===== src/rtl/hamming_pkg.sv =====
// hamming_pkg: shared Hamming(7,4) widths, FSM state encoding and encoder function.
package hamming_pkg;
  localparam int CW_W = 7;
  localparam int DATA_W = 4;
  localparam logic [1:0] ST_IDLE = 2'd0;
  localparam logic [1:0] ST_SHIFT = 2'd1;
  localparam logic [1:0] ST_GAP = 2'd2;
  typedef enum logic [1:0] {S_IDLE = ST_IDLE, S_SHIFT = ST_SHIFT, S_GAP = ST_GAP} state_e;
  // Codeword {a,b,c,d,e,f,g}; parity chosen so the receive corrector sees a zero syndrome.
  function automatic logic [CW_W-1:0] hamming74_encode(input logic [DATA_W-1:0] d);
    return {d, d[3] ^ d[2] ^ d[0], d[3] ^ d[1] ^ d[0], d[2] ^ d[1] ^ d[0]};
  endfunction
endpackage


===== src/rtl/hamming74_enc.sv =====
// hamming74_enc: combinational Hamming(7,4) encoder, nibble in, codeword out.
module hamming74_enc
  import hamming_pkg::*;
(
  input  logic [DATA_W-1:0] data_i,
  output logic [CW_W-1:0]   cw_o
);
  assign cw_o = hamming74_encode(data_i);
endmodule


===== src/rtl/hamming_tx_serializer.sv =====
// hamming_tx_serializer: accepts nibbles, encodes Hamming(7,4), shifts codeword out MSB-first.
module hamming_tx_serializer
  import hamming_pkg::*;
#(
  parameter int DIV = 1,
  parameter int GAP = 0
) (
  input  logic              clk,
  input  logic              rst_n,
  input  logic              in_valid,
  output logic              in_ready,
  input  logic [DATA_W-1:0] in_data,
  output logic              tx_bit,
  output logic              tx_en,
  output logic              tx_sof,
  output logic [CW_W-1:0]   cw_out,
  output logic              busy
);
  localparam logic [7:0] DIV_LAST = 8'(DIV - 1);
  localparam logic [7:0] GAP_LAST = 8'(GAP - 1);
  state_e            state_q;
  logic [CW_W-1:0]   shreg_q, cw_q, cw_d;
  logic [2:0]        bit_cnt_q;
  logic [7:0]        div_cnt_q, gap_cnt_q;
  hamming74_enc u_enc (.data_i(in_data), .cw_o(cw_d));
  always_ff @(posedge clk or negedge rst_n) begin
    if (!rst_n) begin
      state_q   <= S_IDLE;
      shreg_q   <= '0;
      cw_q      <= '0;
      bit_cnt_q <= '0;
      div_cnt_q <= '0;
      gap_cnt_q <= '0;
    end else begin
      case (state_q)
        S_IDLE: if (in_valid) begin
          cw_q      <= cw_d;
          shreg_q   <= cw_d;
          bit_cnt_q <= '0;
          div_cnt_q <= '0;
          state_q   <= S_SHIFT;
        end
        S_SHIFT: if (div_cnt_q == DIV_LAST) begin
          div_cnt_q <= '0;
          shreg_q   <= shreg_q << 1;
          if (bit_cnt_q == 3'd6) begin
            bit_cnt_q <= '0;
            gap_cnt_q <= '0;
            state_q   <= GAP > 0 ? S_GAP : S_IDLE;
          end else begin
            bit_cnt_q <= bit_cnt_q + 3'd1;
          end
        end else begin
          div_cnt_q <= div_cnt_q + 8'd1;
        end
        S_GAP: if (gap_cnt_q == GAP_LAST) begin
          gap_cnt_q <= '0;
          state_q   <= S_IDLE;
        end else begin
          gap_cnt_q <= gap_cnt_q + 8'd1;
        end
        default: state_q <= S_IDLE;
      endcase
    end
  end
  assign tx_en    = state_q == S_SHIFT;
  assign tx_bit   = tx_en & shreg_q[CW_W-1];
  assign tx_sof   = tx_en && bit_cnt_q == 3'd0 && div_cnt_q == 8'd0;
  assign in_ready = state_q == S_IDLE;
  assign busy     = !in_ready;
  assign cw_out   = cw_q;
endmodule


===== config.mk =====
export PLATFORM = sky130hd
export DESIGN_NAME = hamming_tx_serializer
export DESIGN_NICKNAME = d
export VERILOG_FILES = /design/src/rtl/hamming_pkg.sv /design/src/rtl/hamming74_enc.sv /design/src/rtl/hamming_tx_serializer.sv
export SDC_FILE = /design/constraint.sdc
export NUM_CORES = 1
export LEC_CHECK = 0
export ABC_AREA = 1
export CAP_MARGIN = 30
export CORE_ASPECT_RATIO = 1.5
export CORE_MARGIN = 5
export CORE_UTILIZATION = 40
export DETAILED_ROUTE_END_ITERATION = 10
export SETUP_SLACK_MARGIN = 0.5
export SLEW_MARGIN = 15
export SYNTH_ARGS = -nofsm -noshare
export SYNTH_HDL_FRONTEND = slang
export SYNTH_HIERARCHICAL = 1
export SYNTH_SLANG_ARGS = --single-unit

===== constraint.sdc =====
create_clock -name clk -period 2.08 [get_ports clk]
set_input_delay 0.312 -clock clk [delete_from_list [all_inputs] [get_ports clk]]
set_output_delay 0.312 -clock clk [all_outputs]
set_load 0.01 [all_outputs]

==> metrics <==
Slew headroom 74.7%; switch share 37.8%; Total Wirelength 3480 um; Port Buffer Count 18; DIE WIDTH 61.1 um; post-DP HPWL 2590 um; CP Class reg2out; largest net degree at the start of global routing 27; Die Height 86.6 um; Cell Int Power 1200 uW; cell count after synthesis 211; FP Rows 28; vias per cell 4.97; RSZ-0062 raised after global routing true; DRT antenna net count 0; Max-Cap Viols 0; Worst Path Max Fanout 3; Reg clk slew, reported paths 0.09 ns; number of synthesized flops with an enable pin 0; Ports 19; sequential area share after synthesis 41.6%; drt first pass iters 4; crit path launch type register; Synth Area per Inst 7.42 um2; clock insertion delay at the later pin of the skew report 0.27 ns; stages on the worst setup path 7; Power Total 1940 uW; setup TNS 0 ns; VDD IR max 551 uV; worst r2r path cells 6; nets 243; most common cell after layout, fill and taps aside nand2_1; Worst EP required 1.77 ns; Max stage delay cell, worst path dfrtp_1; Finished Layout Cells 277; Remaining Overflow, GRT 0; final setup fails 0; commonest cells after routing, fill and taps aside 67 x nand2_1, 33 x nand3_1, 25 x dfrtp_1; share of flip-flops with an asynchronous set or reset 100%; outcome complete, no violations; RR Endpoint shreg_q[3]$_DFFE_PN0P_; type of destination of the critical path output pin; first-pass GRT wire length 6240 um; Initial Util 40.6%; Syn Nets 220; clk root buf clkbuf_8; worst setup path start div_cnt_q[1]$_DFFE_PN0P_; Yosys cell types 26; Top delay family on crit path flip-flops; hold crit path type in2async; Critical Path End tx_sof; ys flop type dfrtp_1; Final Max Tran Viols 0; clock share of power 14.8%; routed via count 1,376; ANT cells 0; total track usage 15.4%; number of buffers and inverters on the critical path 2; Syn. warnings 6; DP Cell Count 269; Psw 731 uW; Wirelength per Cell 12.6 um; clk buf depth 2; vias in the first global route 1,417; Hold Vio Cnt, Final 0; Final Skew 0.00818 ns; die area 0.00529 mm2; static leakage 0.000973 uW; share of cells above drive strength 1 17.7%; Final period util 82.2%; initial antenna violation count 0; GPL Wtd Cong 0.841; Remaining DRCs 0; worst-path cell chain inv_2 -> ha_4 -> nand3_1 -> nor2_2 -> nand2_1 -> nor3_2 -> buf_2; Starting DRT DRC Count 61; H-tree depth 1; P&R area growth vs syn 19.4%; Sequential Power Share 39.6%; Hold Worst Slack 0.417 ns; Logic pwr share 45.6%; Yosys reg bits 26; TritonCTS clock tree built; flop-to-flop setup slack 0.68 ns; number of CTS-inserted buffers 3; PwrDens 1040 mW/mm2; CP max stage delay 0.39 ns; Slew @ Worst Pin 0.379 ns; Mapped Area 0.00157 mm2; Data arrival, critical path 1.40 ns; FMAX 0.585 GHz; minimum clock period 1.71 ns; Worst R2R Start state_q[0]$_DFFE_PN0P_; Core Region 0.00385 mm2; fin util 48.5%; fill cell count 403; Clock Sink Count 26
[power by group through the flow]
stage | Sequential [uW] | Combinational (uW) | Clock, uW
detailed placement | 793 | 845 | 0
floorplan | 794 | 514 | 0
finish | 766 | 883 | 286
CTS | 767 | 898 | 298
global placement | 794 | 835 | 0
global route | 795 | 1010 | 321
[metal layers]
metal  track usage (%)  wire [um]
met1              17.7       1450
met2              27.6       1860
met3              2.38        107
met4              5.72         56
met5                 0          0
[synth_stat cells (3+ instances only)]
cell type	n	share of area, %
inv_2	7	1.7
o21ai_1	10	3.2
nand3_1	33	11
buf_2	3	0.96
nand4_1	3	1.2
o21ai_0	8	2.6
inv_1	18	4.3
dfrtp_1	26	42
buf_4	7	3.4
nand2_1	67	16
nor2_1	6	1.4
nor2_2	3	1.2
[area by class of cell]
class | instances | area (um2) | share of cell area, %
Clock buffer | 3 | 41.3 | 2.21
Multi-Input combinational cell | 147 | 747 | 40.0
Tap cell | 45 | 56.3 | 3.01
Timing Repair Buffer | 30 | 275 | 14.7
Sequential cell | 26 | 652 | 34.9
Inverter | 26 | 97.6 | 5.22
[metrics by stage]
| step | setup WS, ns | cell area [um2] |
|---|---|---|
| final | 0.369 | 1870 |
| after global routing | 0.250 | 1870 |
| after CTS | 0.353 | 1870 |
| after detailed placement | 0.118 | 1760 |
| after global placement | 0.149 | 1760 |
| after floorplan | 0.582 | 1570 |
[state kept, by name, indices dropped and copies added, names as in the netlist]
name / count
bit_cnt_q: 3
state_q: 1
cw_out: 7
div_cnt_q: 8
shreg_q: 7
[timing repair]
item	in CTS	in global routing
buffers inserted	5	0
hold buffers	0	0
endpoints found under the setup margin	5	3
pin swaps	2	0
gates resized for setup	15	2
hold endpoints to repair	0	0
[how the worst min path moves through the flow]
stage                               endpoint  cells past startpoint  slack [ns]
floorplan           bit_cnt_q[0]$_DFFE_PN0P_                      0        0.02
global placement       cw_out[0]$_DFFE_PN0P_                      2        0.46
detailed placement     cw_out[0]$_DFFE_PN0P_                      2        0.46
CTS                 div_cnt_q[5]$_DFFE_PN0P_                      2        0.43
global route        div_cnt_q[5]$_DFFE_PN0P_                      2        0.45
finish              div_cnt_q[1]$_DFFE_PN0P_                      2        0.42
[cells by family (layout without fill, tap and decap cells)]
family                   Yosys count  in the layout  share of synthesized area (%)
AO/OA/AOI/OAI                     22             22                           7.59
XOR/XNOR                           2              2                           1.12
adder cells (fa/ha/maj)            2              2                           1.60
buffers and inverters             38             59                           12.0
flip-flops                        26             26                           41.6
AND/OR/NAND/NOR                  121            121                           36.1
Power figures use the tool's default switching activity.
